## config.mk

```make
export PLATFORM = sky130hd
export DESIGN_NAME = traffic_light_monitor_flat
export DESIGN_NICKNAME = d
export VERILOG_FILES = /design/src/rtl/traffic_light_monitor_pkg.sv /design/src/rtl/traffic_light_monitor_if.sv /design/src/rtl/traffic_light_monitor_lamp_decode.sv /design/src/rtl/traffic_light_monitor.sv /design/src/flat_wrapper.sv
export SDC_FILE = /design/constraint.sdc
export NUM_CORES = 1
export LEC_CHECK = 0
export ABC_AREA = 1
export CAP_MARGIN = 20
export CORE_ASPECT_RATIO = 0.75
export CORE_UTILIZATION = 50
export CTS_BUF_LIST = sky130_fd_sc_hd__clkbuf_4 sky130_fd_sc_hd__clkbuf_8
export CTS_CLUSTER_DIAMETER = 40
export CTS_CLUSTER_SIZE = 12
export DETAILED_ROUTE_END_ITERATION = 16
export PLACE_DENSITY = 0.74
export SETUP_SLACK_MARGIN = 0.5
export SLEW_MARGIN = 20
export SYNTH_ARGS = -nofsm -noshare
export SYNTH_HDL_FRONTEND = slang
export SYNTH_SLANG_ARGS = --single-unit
export TNS_END_PERCENT = 10
```

## constraint.sdc

```tcl
create_clock -name i_clk -period 2.45 [get_ports i_clk]
set_clock_uncertainty 0.05 [all_clocks]
set_input_delay 0.6125 -clock i_clk [delete_from_list [all_inputs] [get_ports i_clk]]
set_output_delay 0.6125 -clock i_clk [all_outputs]
set_load 0.01 [all_outputs]
```

## src/rtl/traffic_light_monitor_pkg.sv

```systemverilog
// traffic_light_pkg: phase encoding, default durations and the legal phase order shared with the controller
package traffic_light_pkg;
  typedef enum logic [1:0] {RED = 2'b00, GREEN = 2'b01, YELLOW = 2'b10, INVALID = 2'b11} phase_t;
  typedef enum logic {UNLOCKED, LOCKED} mon_state_t;
  localparam int DEF_RED_CYCLES    = 10;
  localparam int DEF_GREEN_CYCLES  = 10;
  localparam int DEF_YELLOW_CYCLES = 5;
  function automatic phase_t next_phase(input phase_t p);
    return p == RED ? GREEN : p == GREEN ? YELLOW : p == YELLOW ? RED : INVALID;
  endfunction
endpackage

```

## src/rtl/traffic_light_monitor_if.sv

```systemverilog
// traffic_light_monitor_if: controller lamp bus (red/yellow/green)
// master drives the lamps (controller or bench), slave observes them (monitor)
interface traffic_light_monitor_if;
  logic red;
  logic yellow;
  logic green;
  modport master (output red, yellow, green);
  modport slave  (input  red, yellow, green);
endinterface

```

## src/rtl/traffic_light_monitor_lamp_decode.sv

```systemverilog
// tl_lamp_decode: maps the three lamp lines to a phase and a one-hot legality flag
// ports: i_red/i_yellow/i_green lamp lines; o_phase decoded phase (don't-care when illegal); o_legal exactly one lamp lit
module tl_lamp_decode
  import traffic_light_pkg::*;
(
  input  logic   i_red,
  input  logic   i_yellow,
  input  logic   i_green,
  output phase_t o_phase,
  output logic   o_legal
);
  assign o_legal = $onehot({i_red, i_yellow, i_green});
  assign o_phase = i_red ? RED : i_green ? GREEN : YELLOW;
endmodule

```

## src/rtl/traffic_light_monitor.sv

```systemverilog
// traffic_light_monitor: passive checker of lamp one-hotness, phase order and per-phase dwell time
// ports: i_clk, i_rst_n (async active-low), i_clr (sync sticky-flag clear), lamps (bus slave);
//        o_locked, o_phase, o_err_onehot/o_err_order/o_err_duration (sticky), o_err (registered OR), o_cycle_cnt
module traffic_light_monitor
  import traffic_light_pkg::*;
#(
  parameter int RED_CYCLES    = DEF_RED_CYCLES,
  parameter int GREEN_CYCLES  = DEF_GREEN_CYCLES,
  parameter int YELLOW_CYCLES = DEF_YELLOW_CYCLES,
  parameter int DWELL_W       = 5
) (
  input  logic                    i_clk,
  input  logic                    i_rst_n,
  input  logic                    i_clr,
  traffic_light_monitor_if.slave  lamps,
  output logic                    o_locked,
  output logic [1:0]              o_phase,
  output logic                    o_err_onehot,
  output logic                    o_err_order,
  output logic                    o_err_duration,
  output logic                    o_err,
  output logic [7:0]              o_cycle_cnt
);
  localparam logic [DWELL_W-1:0] DWELL_MAX = {DWELL_W{1'b1}};
  mon_state_t         r_state;
  phase_t             r_phase;
  phase_t             r_last;
  logic               r_last_vld;
  logic [DWELL_W-1:0] r_dwell;
  logic               r_err_onehot;
  logic               r_err_order;
  logic               r_err_duration;
  logic               r_err;
  logic [7:0]         r_cycle_cnt;
  phase_t             w_phase;
  logic               w_legal;
  logic               w_locked;
  logic               w_same;
  logic               w_succ;
  logic [DWELL_W-1:0] w_req;
  logic               w_set_duration;
  logic               w_set_order;
  tl_lamp_decode u_decode (
    .i_red    (lamps.red),
    .i_yellow (lamps.yellow),
    .i_green  (lamps.green),
    .o_phase  (w_phase),
    .o_legal  (w_legal)
  );
  always_comb begin
    w_locked       = r_state == LOCKED;
    w_same         = w_phase == r_phase;
    w_succ         = w_phase == next_phase(r_phase);
    w_req          = r_phase == RED   ? DWELL_W'(RED_CYCLES)   :
                     r_phase == GREEN ? DWELL_W'(GREEN_CYCLES) : DWELL_W'(YELLOW_CYCLES);
    // overstay fires on the first excess sample; early end fires on the boundary sample
    w_set_duration = w_locked && w_legal && ((w_same && r_dwell == w_req) || (w_succ && r_dwell != w_req));
    w_set_order    = w_locked && w_legal && !w_same && !w_succ;
  end
  always_ff @(posedge i_clk or negedge i_rst_n) begin
    if (!i_rst_n) begin
      r_state        <= UNLOCKED;
      r_phase        <= INVALID;
      r_last         <= INVALID;
      r_last_vld     <= 1'b0;
      r_dwell        <= '0;
      r_err_onehot   <= 1'b0;
      r_err_order    <= 1'b0;
      r_err_duration <= 1'b0;
      r_err          <= 1'b0;
      r_cycle_cnt    <= '0;
    end else begin
      r_err_onehot   <= (r_err_onehot & ~i_clr) | ~w_legal;
      r_err_order    <= (r_err_order & ~i_clr) | w_set_order;
      r_err_duration <= (r_err_duration & ~i_clr) | w_set_duration;
      r_err          <= r_err_onehot | r_err_order | r_err_duration;
      if (w_legal) begin
        r_last     <= w_phase;
        r_last_vld <= 1'b1;
      end
      if (!w_locked) begin
        if (w_legal && r_last_vld && w_phase != r_last) begin
          r_state <= LOCKED;
          r_phase <= w_phase;
          r_dwell <= DWELL_W'(1);
        end
      end else if (!w_legal) begin
        r_state <= UNLOCKED;
        r_phase <= INVALID;
        r_dwell <= '0;
      end else if (w_same) begin
        r_dwell <= r_dwell == DWELL_MAX ? r_dwell : r_dwell + 1'b1;
      end else begin
        r_phase <= w_phase;
        r_dwell <= DWELL_W'(1);
        if (w_succ && r_phase == YELLOW) r_cycle_cnt <= r_cycle_cnt + 8'd1;
      end
    end
  end
  assign o_locked       = r_state == LOCKED;
  assign o_phase        = r_phase;
  assign o_err_onehot   = r_err_onehot;
  assign o_err_order    = r_err_order;
  assign o_err_duration = r_err_duration;
  assign o_err          = r_err;
  assign o_cycle_cnt    = r_cycle_cnt;
endmodule

```

## src/flat_wrapper.sv

```systemverilog
// flat-port wrapper written by rule: the top's interface ports become plain ports
module traffic_light_monitor_flat import traffic_light_pkg::*;
#(
  parameter int RED_CYCLES    = DEF_RED_CYCLES,
  parameter int GREEN_CYCLES  = DEF_GREEN_CYCLES,
  parameter int YELLOW_CYCLES = DEF_YELLOW_CYCLES,
  parameter int DWELL_W       = 5
)
  (i_clk, i_rst_n, i_clr, o_locked, o_phase, o_err_onehot, o_err_order, o_err_duration, o_err, o_cycle_cnt, lamps_red, lamps_yellow, lamps_green);
  traffic_light_monitor_if lamps_i ();
  input  logic i_clk;
  input  logic i_rst_n;
  input  logic i_clr;
  output logic o_locked;
  output logic [1:0] o_phase;
  output logic o_err_onehot;
  output logic o_err_order;
  output logic o_err_duration;
  output logic o_err;
  output logic [7:0] o_cycle_cnt;
  input wire logic [$bits(lamps_i.red)-1:0] lamps_red;
  input wire logic [$bits(lamps_i.yellow)-1:0] lamps_yellow;
  input wire logic [$bits(lamps_i.green)-1:0] lamps_green;
  assign lamps_i.red = lamps_red;
  assign lamps_i.yellow = lamps_yellow;
  assign lamps_i.green = lamps_green;
  traffic_light_monitor #(.RED_CYCLES(RED_CYCLES), .GREEN_CYCLES(GREEN_CYCLES), .YELLOW_CYCLES(YELLOW_CYCLES), .DWELL_W(DWELL_W)) u_core (.i_clk(i_clk), .i_rst_n(i_rst_n), .i_clr(i_clr), .lamps(lamps_i), .o_locked(o_locked), .o_phase(o_phase), .o_err_onehot(o_err_onehot), .o_err_order(o_err_order), .o_err_duration(o_err_duration), .o_err(o_err), .o_cycle_cnt(o_cycle_cnt));
endmodule
```

Word level (Yosys, flattened, before mapping). Index checks and enable logic that the tools add are counted.

Register bits: 23. Input port bits: 6.

$add $sub $neg: 4. Equal/unequal tests: 11. Multiplexer cells: 19. Bitwise logic cells: 11. Reductions and logical operators: 17.

Operator list (count): $mux W5 (6); $mux W2 (9); $logic_and A1 B1 Y1 (9); $add A8 B1 Y8 const B (1); $add A5 B1 Y5 const B (1); $eq A5 B5 Y1 (1); $eq A5 B5 Y1 const B (1); $ne A5 B5 Y1 (1); $or A1 B1 Y1 (5); $eq A2 B1 Y1 const B (2); $eq A2 B2 Y1 (2); $mux W4 (1); $ne A4 B4 Y1 const B (1); $reduce_and A2 Y1 (2); $reduce_and A4 Y1 (1); $and A1 B1 Y1 (3); $mux W1 (3); $ne A3 B3 Y1 const B (1); $not A1 Y1 (3); $add A1 B1 Y2 (1); $add A2 B1 Y2 (1); $eq A2 B2 Y1 const B (1); $logic_not A1 Y1 (2); $logic_not A2 Y1 (1); 3 further kinds (3).

Depth between registers and ports, before layout. Gate-level depths: netlist of run 1.

Word-level depth: 9. Depth in mapped cells: 11. Depth with buffers taken out: 11.

Hierarchy. A second synthesis of run 1 with hierarchy kept.

Cells, all modules: 195. Area, all modules: 1536.5 um^2.

By module, submodules not included: traffic_light_monitor (instances 1, cells an instance 188, area each 1473.9 um^2); tl_lamp_decode (instances 1, cells an instance 7, area each 62.6 um^2).

Worst setup path before layout of run 1. OpenSTA, ideal clock, no wires.

Kind: input to register. Start: in lamps_green. End: reg u_core.r_phase[1] (netlist: u_core.o_phase[1]). Library setup time: 0.079 ns. Arrival time: 1.901 ns. Data required time: 2.321 ns. Setup slack: 0.420 ns. Cell stages on the path: 11. Path buffers: 0. Cells stage by stage: inv_1 -> fa_1 -> inv_1 -> nand2_2 -> nor2_4 -> inv_1 -> nor2_2 -> inv_1 -> nand2_1 -> nand2_1 -> o21ai_0.

Word-level cells in the longest chain between the ends: 7. Elaborated cells on any way between the ends: 16.

RTL lines: start: declaration (line flat_wrapper.sv:23) `input wire logic [$bits(lamps_i.green)-1:0] lamps_green;`; $add A1 B1 Y2 (not written as such) (line traffic_light_monitor_lamp_decode.sv:12) `assign o_legal = $onehot({i_red, i_yellow, i_green});`; $add A2 B1 Y2 (not written as such) (line traffic_light_monitor_lamp_decode.sv:12); $eq A2 B1 Y1 (line traffic_light_monitor_lamp_decode.sv:12); $logic_and A1 B1 Y1 (2 in a row) (line traffic_light_monitor.sv:82) `if (w_legal && r_last_vld && w_phase != r_last) begin`; $reduce_bool A2 Y1 (no line); $reduce_and A2 Y1 (no line); end signal: assignment (line traffic_light_monitor.sv:84) `r_phase <= w_phase;`; end signal: assignment (line traffic_light_monitor.sv:94) `r_phase <= w_phase;`; end: declaration (line traffic_light_monitor.sv:26) `phase_t r_phase;`.

Several ways; a longest one is shown, not always the timed one. The select of a mux whose other input is x is not followed. A chain may end at the register's enable or synchronous reset.

Worst setup path in the final report of run 1.
Start: reg u_core.r_cycle_cnt[5] (netlist: u_core.o_cycle_cnt[5]). End: out o_cycle_cnt[5].

RTL lines: start: declaration (line traffic_light_monitor.sv:34) `logic [7:0] r_cycle_cnt;`; start signal: assignment (line traffic_light_monitor.sv:96) `if (w_succ && r_phase == YELLOW) r_cycle_cnt <= r_cycle_cnt + 8'd1;`; end: declaration (line flat_wrapper.sv:20) `output logic [7:0] o_cycle_cnt;`.

No word-level cell between the ends.

==> results.yml, run 1 <==
placement:
  placed_cells: 264
  placed_cell_area_mm2: 0.00183
  finalWeightedCongestion: 0.807
  dp_hpwl_um: 2410
  io_buffers: 20
worst_setup_path:
  reg2reg_to: "u_core.o_cycle_cnt[2]$_DFFE_PN0P_"
  path_cells: "clkdlybuf4s50_1"
  end_kind: "output pin"
  startpoint: "u_core.o_cycle_cnt[5]$_DFFE_PN0P_"
  ff2ff_setup_slack_ps: 510
  cp.required_ps: 1790
  cp_top_family: "buffers and inverters"
  reg2reg_depth: 8
  r2r-start: "u_core.o_phase[0]$_DFFE_PN1P_"
  crit_path_start_kind: "register"
  critical_path_arrival_ps: 1280
  cp_slowest_stage_delay_ps: 570
  cp_max_fo: 6
  crit_slowest_cell: "clkdlybuf4s50_1"
  path_buf_inv: 1
  path_class: "register to output pin"
timing:
  slew_headroom_pct: 80.2
  fin_setup_tns_ps: 0
  rsz0062_at_grt: "yes"
  period_share_pct: 79.4
  tightest_slew_ps: 297
  final_hold_viol_count: 0
  setup_violations: 0
  min_period_ps: 1950
  fmax_mhz: 514
  slew_viol_final: 0
global_routing:
  antenna_found_initial: 0
  grt_max_degree: 24
  grt_pass1_wl_um: 5630
  grtUsageTotal_pct: 23.4
  grt_pass1_vias: 1291
  grt_overflow: 0
clocking:
  cts_sinks: 23
  clkTransAtPathRegs_ps: 80
  cts_tree: "done"
  numCtsBuffers: 3
  hold_buffers: 0
  ctsHtreeMaxLevel: 1
  worst_skew_pair.late_latency_ps: 270
  cts_buffer_depth: 2
  cts-root-buf: "clkbuf_8"
final_layout:
  drive_above_1_share_pct: 23.2
  final_common_cell: "nand2_1"
  final_cell_mix: "67 x nand2_1, 23 x inv_1, 19 x dfrtp_1"
  fin_nets: 250
  instances_no_fill: 269
  stdcell_area_mm2: 0.00192
  syn_to_final_growth_pct: 30.7
  num_antenna_cells: 0
yosys:
  synth_top_family_by_area: "simple AND/OR/NAND/NOR gates"
  yosysTopAreaCell: "dfrtp_1"
  yosys.area_share.simple_pct: 31.9
  synth_nets: 210
  ys_ff_latch: 23
  synth_compound_gate_area_share_pct: 7.43
  synth-xor-area-share_pct: 3.59
  synthAdderAreaFrac_pct: 9.05
  ys_seq_area_share_pct: 39.6
  yosys_warnings: 0
  ys_top_cells_by_area: "dfrtp_1 32%, nand2_1 18%, ha_1 7.7%"
  synth_area_mm2: 0.00147
  ys_types: 23
  avgSynthCellArea_um2: 7.55
  synth_top_area_share_pct: 32.5
  synth_mux_area_share_pct: 0
  syn-instance-count: 194
route:
  viasPerCell: 4.95
  post-route-drc-count: 0
  routed_wl_um: 3130
  drt_iter0_drc: 105
  first_pass_iters: 4
  wl_per_cell_um: 11.6
  dr_total_vias: 1332
  final_antenna_net_count: 0
power_and_ir_drop:
  pwr_density_cell_mw_per_mm2: 689
  ir_drop_mv: 0.479
  p_leak_nw: 0.990
floorplan:
  num_rows: 16
  die_area_mm2: 0.00315
  dieWidth_um: 64.5
  start_util_pct: 54.2
  die_h_um: 48.9
  coreArea_mm2: 0.00270
  io_pins: 21
min_path:
  hold_path_depth: 2
  min-delay-path-class: "register to register"
  hold_path_end: "u_core.r_last_vld$_DFFE_PN0N_"
  hp-start: "u_core.r_last_vld$_DFFE_PN0N_"
outcome:
  status: "finished clean"
job:
  cap_violations: 0
[stage by stage]
stage	hold WS [ps]	total power [mW]	util, %	setup slack (ps)
2_1_floorplan	267	0.865	-	466
3_3_place_gp	383	1.06	67.7	-190
3_5_place_dp	408	1.09	67.7	-232
4_1_cts	429	1.32	69.8	392
5_1_grt	440	1.44	70.9	401
6_report	420	1.32	70.9	504
[per-layer routing]
layer	wire length [um]	part of all wire (%)	GRT usage, %	up-vias
met5	0	0	0	-
met4	23	0.73	7.04	0
met3	138	4.4	6.78	6
met1	1510	48	32.2	612
met2	1460	47	35.4	38
li1	-	-	-	676
[state kept, by name, summed over array words and instances (netlist names), 2 cells and up]
register            flops
u_core.o_cycle_cnt      8
u_core.r_dwell          5
u_core.o_phase          2
u_core.r_last           2
[timing repair]
item                                    in CTS  in global routing
setup buffers                                1                  0
endpoints found under the setup margin      24                 24
gates resized for setup                     12                 14
pin swaps                                    5                  4
[worst max path at each step]
stage / endpoint / slack [ps] / cells past startpoint
3_3_place_gp: u_core.r_dwell[4]$_DFFE_PN0P_ / -190 / 11
2_1_floorplan: u_core.o_cycle_cnt[7]$_DFFE_PN0P_ / 470 / 9
6_report: o_cycle_cnt[5] / 500 / 1
5_1_grt: u_core.o_cycle_cnt[2]$_DFFE_PN0P_ / 400 / 8
4_1_cts: o_phase[0] / 390 / 1
3_5_place_dp: u_core.r_dwell[3]$_DFFE_PN0P_ / -230 / 11
[power breakdown]
group | switching (mW) | internal, mW | total [mW]
Clock | 0.121 | 0.114 | 0.234
Combinational | 0.327 | 0.234 | 0.561
Sequential | 0.0712 | 0.454 | 0.525
[cells in the mapped netlist]
library cell  instances
nor2_1               12
buf_6                 1
o21ai_2               2
inv_2                 2
nand3_2               1
nand2_4               1
nor2_2                1
o21ai_1               1
ha_1                  9
xor2_1                6
nand4_1               4
fa_1                  1
o22ai_1               1
o21ai_0              16
nand2_2               4
inv_1                28
nor2_4                2
dfstp_2               4
or2_2                 1
dfrtp_1              19
nand2_1              70
nand3_4               1
nand3_1               7
[cells by family (layout without fill, tap and decap cells)]
group / Yosys count / in the layout
AND/OR/NAND/NOR: 104 / 104
buffers and inverters: 31 / 70
flip-flops: 23 / 23
AO/OA/AOI/OAI: 20 / 20
adder cells (fa/ha/maj): 10 / 10
XOR/XNOR: 6 / 6
[final cells by class]
class,count,area [um^2]
multi-input cells,140,805
fillers,227,787
flip-flops and latches,23,581
repair buffers,36,319
inverters,30,120
well taps,36,45.0
clock buffers,3,41.3
clock inverters,1,5.00
Note: power is estimated with default switching activity, not from simulation.
==> inputs of run 2 (changes only) <==
PLACE_DENSITY = 0.77   (was 0.74)
clock period = 1.7 ns   (was 2.45 ns; I/O delays follow)
==> run 2 against run 1 <==
- the flow now finishes with violations (setup timing)
- largest cell class unchanged
- highest routed layer unchanged
- count of clock-buffer cells in the layout did not move
- die area unchanged
- design area rose by 8.1%
- register-to-register slack got worse by 520 ps
==> results.yml, run 2 (synthesis results as in run 1) <==
outcome:
  status: "complete, but fails checks"
  violations: "setup timing"
route:
  met2_length_um: 2050
  wl_met3_um: 217
  post-route-drc-count: 0
  wl_per_cell_um: 14.3
  dr_total_vias: 1490
  first_pass_iters: 4
  final_antenna_net_count: 0
  highest_layer: "met4"
  met1_length_um: 1700
  routed_wl_um: 4060
  viasPerCell: 5.27
  drt_iter0_drc: 65
placement:
  placed_cells: 269
  placed_cell_area_mm2: 0.00187
  io_buffers: 20
  dp_hpwl_um: 2780
  finalWeightedCongestion: 0.877
  pre_cts_ws_ps: -767
global_routing:
  grt_pass1_vias: 1576
  grt_max_degree: 24
  grt_overflow: 0
  grtUsageTotal_pct: 28.4
  antenna_found_initial: 0
  grt_pass1_wl_um: 6760
power_and_ir_drop:
  combinationalPowerShare_pct: 52.6
  p_int_mw: 1.33
  pwr_density_cell_mw_per_mm2: 1070
  ir_drop_mv: 0.888
  swShare_pct: 39.9
  p_leak_nw: 1.07
  seq_power_share_pct: 32.1
  p_sw_mw: 0.884
  clkPwrFrac_pct: 15.3
floorplan:
  start_util_pct: 54.2
  die_h_um: 48.9
  dieWidth_um: 64.5
  die_area_mm2: 0.00315
  io_pins: 21
  coreArea_mm2: 0.00270
  num_rows: 16
clocking:
  cts_tree: "done"
  cts_buffer_depth: 2
  ctsHtreeMaxLevel: 1
  cts-root-buf: "clkbuf_8"
  clkTransAtPathRegs_ps: 80
  worst_skew_pair.late_latency_ps: 270
  numCtsBuffers: 3
  cts_sinks: 23
  hold_buffers: 0
worst_setup_path:
  path_cells: "buf_8 > inv_4 > fa_1 > inv_2 > nand2_4 > nor2_4 > nand3_4 > nor2_4 > buf_8 > nand2_2 > nand2_1"
  end_kind: "register"
  cp_max_fo: 8
  critical_path_arrival_ps: 1890
  crit_path_start_kind: "input pin"
  cp_slowest_stage_delay_ps: 490
  crit_slowest_cell: "fa_1"
  cp.required_ps: 1860
  path_class: "input pin to register"
timing:
  fin_ws_ps: -28.6
  slew_headroom_pct: 80.4
  setup_violations: 8
  rsz0062_at_grt: "yes"
  period_share_pct: 102
  slew_viol_final: 0
  final_hold_viol_count: 0
  min_period_ps: 1730
  tightest_slew_ps: 293
  fmax_mhz: 578
  fin_setup_tns_ps: -154
  hold_slack_ps: 414
final_layout:
  fin_nets: 264
  syn_to_final_growth_pct: 41.3
  stdcell_area_mm2: 0.00207
  final_common_cell: "nand2_1"
  instances_no_fill: 283
  fill_cells: 162
  final_cell_mix: "57 x nand2_1, 28 x buf_4, 19 x inv_1"
  num_antenna_cells: 0
  largest_reg_flops: 8
  drive_above_1_share_pct: 40.9
min_path:
  min-delay-path-class: "register to register"
job:
  cap_violations: 0
-- run 2: cell count changes in the layout (fill, tap and decap cells not counted), moves of 3 or more --
cell             before  now
buf_4                16   28
nand2_4               3    7
ha_4                  0    4
buf_2                 0   13
o21ai_1               4    7
clkdlybuf4s50_1      15    2
buf_6                 2    5
inv_1                23   19
nand2_2               5   11
nand2_1              67   57
-- run 2: cell type report --
cell class | instances | area (um^2) | area share, %
inverters | 30 | 125 | 6.04
well taps | 36 | 45.0 | 2.18
flip-flops and latches | 23 | 582 | 28.1
clock buffers | 3 | 41.3 | 1.99
clock inverters | 1 | 5.00 | 0.242
multi-input cells | 140 | 891 | 43.0
repair buffers | 50 | 382 | 18.4
-- run 2: layer usage --
layer	global-route usage (%)	up-vias
met2	50.5	48
met5	0	-
met4	11.9	0
met1	33.1	720
met3	5.84	13
li1	-	709
-- run 2: timing repair --
item,CTS,global route
endpoints found under the hold margin,0,0
setup buffers,9,1
endpoints found under the setup margin,37,37
resized for setup,32,74
pin swaps,7,11
-- run 2: worst paths after layout --
path / startpoint / cells after the start / to / slack [ps]
max: lamps_green / 11 / u_core.o_cycle_cnt[2]$_DFFE_PN0P_ / -30
min: u_core.r_last_vld$_DFFE_PN0N_ / 2 / u_core.r_last_vld$_DFFE_PN0N_ / 410
max reg2reg: u_core.o_phase[0]$_DFFE_PN1P_ / 8 / u_core.o_err_duration$_DFF_PN0_ / -10
min reg2reg: u_core.r_last_vld$_DFFE_PN0N_ / 2 / u_core.r_last_vld$_DFFE_PN0N_ / 410
max in group asynchronous: i_rst_n / 2 / u_core.o_phase[1]$_DFFE_PN1P_ / 860
min in group asynchronous: i_rst_n / 2 / u_core.r_last_vld$_DFFE_PN0N_ / 460
-- run 2: worst max-delay path, delay by kind of cell --
family,cells,cell delay [ps]
and+or+nand+nor,6,600
adders and majority gates,1,490
buffers and inverters,4,380
-- run 2: power groups by stage --
stage          Combinational, mW  Sequential (mW)  Clock, mW
5_1_grt                     1.26            0.722      0.361
3_5_place_dp               0.966            0.728          0
4_1_cts                     1.09            0.710      0.343
3_3_place_gp               0.926            0.723          0
2_1_floorplan              0.480            0.775          0
6_report                    1.17            0.711      0.338
-- run 2: metrics by stage --
stage	power, mW	utilization (%)
2_1_floorplan	1.25	-
3_3_place_gp	1.65	69.4
3_5_place_dp	1.69	69.4
4_1_cts	2.14	74.8
5_1_grt	2.35	76.6
6_report	2.22	76.6
==> inputs of run 3 (changes only) <==
CORE_ASPECT_RATIO = 1.1   (was 0.75)
==> run 3 against run 2 <==
- the run still ends with setup timing left
- count of clock-buffer cells in the layout up 1
- die area about the same
- via count shrank 3.7%
- sequential power rose by 3%
- non-clock buffer count increased by 2
- sequential share of layout area barely moved
- setup slack worse by 17 ps
- wire length shrank 14%
- cell count stayed put
- largest power group unchanged
- highest routed layer unchanged
==> results.yml, run 3 (synthesis results as in run 1) <==
power_and_ir_drop:
  pwr_density_cell_mw_per_mm2: 1060
  p_leak_nw: 1.09
  total_power_mw: 2.20
  ir_drop_mv: 0.933
worst_setup_path:
  cp.required_ps: 1930
  cp_slowest_stage_delay_ps: 560
  cp_max_fo: 6
  cp_top_family: "flip-flops"
  cpMostUsedCell: "buf_6"
  path_cells: "buf_6 > inv_4 > ha_4 > xor2_2 > nand3_2 > nor2_4 > buf_6 > nand2_4 > nand2_2"
  path_class: "register to register"
  critical_path_arrival_ps: 1970
  crit_slowest_cell: "dfstp_2"
  crit_path_start_kind: "register"
  path_buf_inv: 3
  end_kind: "register"
route:
  dr_total_vias: 1435
  drt_iter0_drc: 37
  viasPerCell: 5.07
  post-route-drc-count: 0
  wl_per_cell_um: 12.3
  final_antenna_net_count: 0
  first_pass_iters: 4
  routed_wl_um: 3480
placement:
  finalWeightedCongestion: 0.820
  io_buffers: 20
  dp_hpwl_um: 2370
  placed_cells: 270
clocking:
  clkTransAtPathRegs_ps: 130
  cts_buffer_depth: 2
  cts_tree: "done"
  numCtsBuffers: 3
  ctsHtreeMaxLevel: 1
  cts-root-buf: "clkbuf_4"
  worst_skew_pair.late_latency_ps: 320
  cts_sinks: 23
job:
  cap_violations: 0
timing:
  fin_ws_ps: -45.4
  setup_violations: 8
  rsz0062_at_grt: "yes"
  slew_headroom_pct: 80.2
  fmax_mhz: 573
  final_hold_viol_count: 0
  slew_viol_final: 0
  period_share_pct: 103
  min_period_ps: 1750
  hold_slack_ps: 399
  tightest_slew_ps: 296
min_path:
  min-delay-path-class: "input pin to async pin"
floorplan:
  coreArea_mm2: 0.00278
  die_h_um: 58.8
  num_rows: 20
  dieWidth_um: 53.6
  io_pins: 21
  start_util_pct: 52.7
  die_area_mm2: 0.00315
final_layout:
  final_common_cell: "nand2_1"
  fin_nets: 267
  num_antenna_cells: 0
  largest_reg_flops: 8
  final_cell_mix: "55 x nand2_1, 25 x buf_4, 19 x inv_1"
  drive_above_1_share_pct: 43.6
  instances_no_fill: 283
  syn_to_final_growth_pct: 41.8
  fill_cells: 201
global_routing:
  grt_pass1_wl_um: 5750
  antenna_found_initial: 0
  grt_overflow: 0
  grt_pass1_vias: 1405
  grt_max_degree: 24
  grtUsageTotal_pct: 24.9
outcome:
  status: "complete, but fails checks"
  violations: "setup timing"
## run 3: cell types whose count changed in the layout (fill, tap and decap cells not counted), moves of 3 or more
| cell | previous run | this run |
|---|---|---|
| buf_6 | 5 | 13 |
| buf_4 | 28 | 25 |
| nand2_2 | 11 | 18 |
| o21ai_2 | 2 | 6 |
| clkbuf_4 | 0 | 4 |
| o21ai_0 | 10 | 5 |
| clkbuf_8 | 3 | 0 |
| nand2_4 | 7 | 3 |
## run 3: layer usage
layer,up-vias,part of all wire (%),track usage (%)
li1,707,-,-
met1,674,38,27.6
met2,43,55,44.8
met3,11,3.8,3.10
met4,0,2.4,13.5
met5,-,0,0
## run 3: what timing repair did
item / in CTS / in global routing
buffers inserted: 8 / 0
pin swaps: 25 / 8
gates cloned: 1 / 0
setup endpoints to repair: 37 / 37
hold buffers: 0 / 0
resized for setup: 108 / 21
## run 3: cell type report
type	instances	area [um^2]	share of cell area [%]
timing repair buffer	52	424	20.4
sequential	23	583	28.1
tap	33	41.3	1.99
multi-input combinational	141	872	42.0
inverter	30	128	6.14
clock buffer	4	30.0	1.44
## run 3: stage by stage
step	utilization (%)	instance area (um^2)	TNS, ps	worst slack (ps)
3_3_place_gp	68.4	1900	-13250	-698
6_report	74.8	2080	-273	-45.4
4_1_cts	73.4	2040	-386	-63.3
3_5_place_dp	68.4	1900	-14130	-765
2_1_floorplan	-	1490	-741	-96.2
5_1_grt	74.8	2080	-1090	-112
## run 3: path summary, 6_finish.rpt
path / start / slack, ps / depth (start not counted) / to
max reg2reg: u_core.o_phase[1]$_DFFE_PN1P_ / -50 / 9 / u_core.o_cycle_cnt[2]$_DFFE_PN0P_
min reg2reg: u_core.r_last[0]$_DFFE_PN1N_ / 440 / 2 / u_core.r_last[0]$_DFFE_PN1N_
max: u_core.o_phase[1]$_DFFE_PN1P_ / -50 / 9 / u_core.o_cycle_cnt[2]$_DFFE_PN0P_
min in group i_clk: u_core.r_last[0]$_DFFE_PN1N_ / 440 / 2 / u_core.r_last[0]$_DFFE_PN1N_
min: i_rst_n / 400 / 2 / u_core.o_cycle_cnt[4]$_DFFE_PN0P_
max in group asynchronous: i_rst_n / 910 / 2 / u_core.o_phase[0]$_DFFE_PN1P_
## run 3: where the power goes
part,switching [mW],internal [mW],leakage (nW),total [mW]
registers,0.0762,0.655,0.273,0.731
logic,0.615,0.570,0.800,1.18
clock network,0.172,0.108,0.0184,0.280
total,0.863,1.33,1.09,2.20
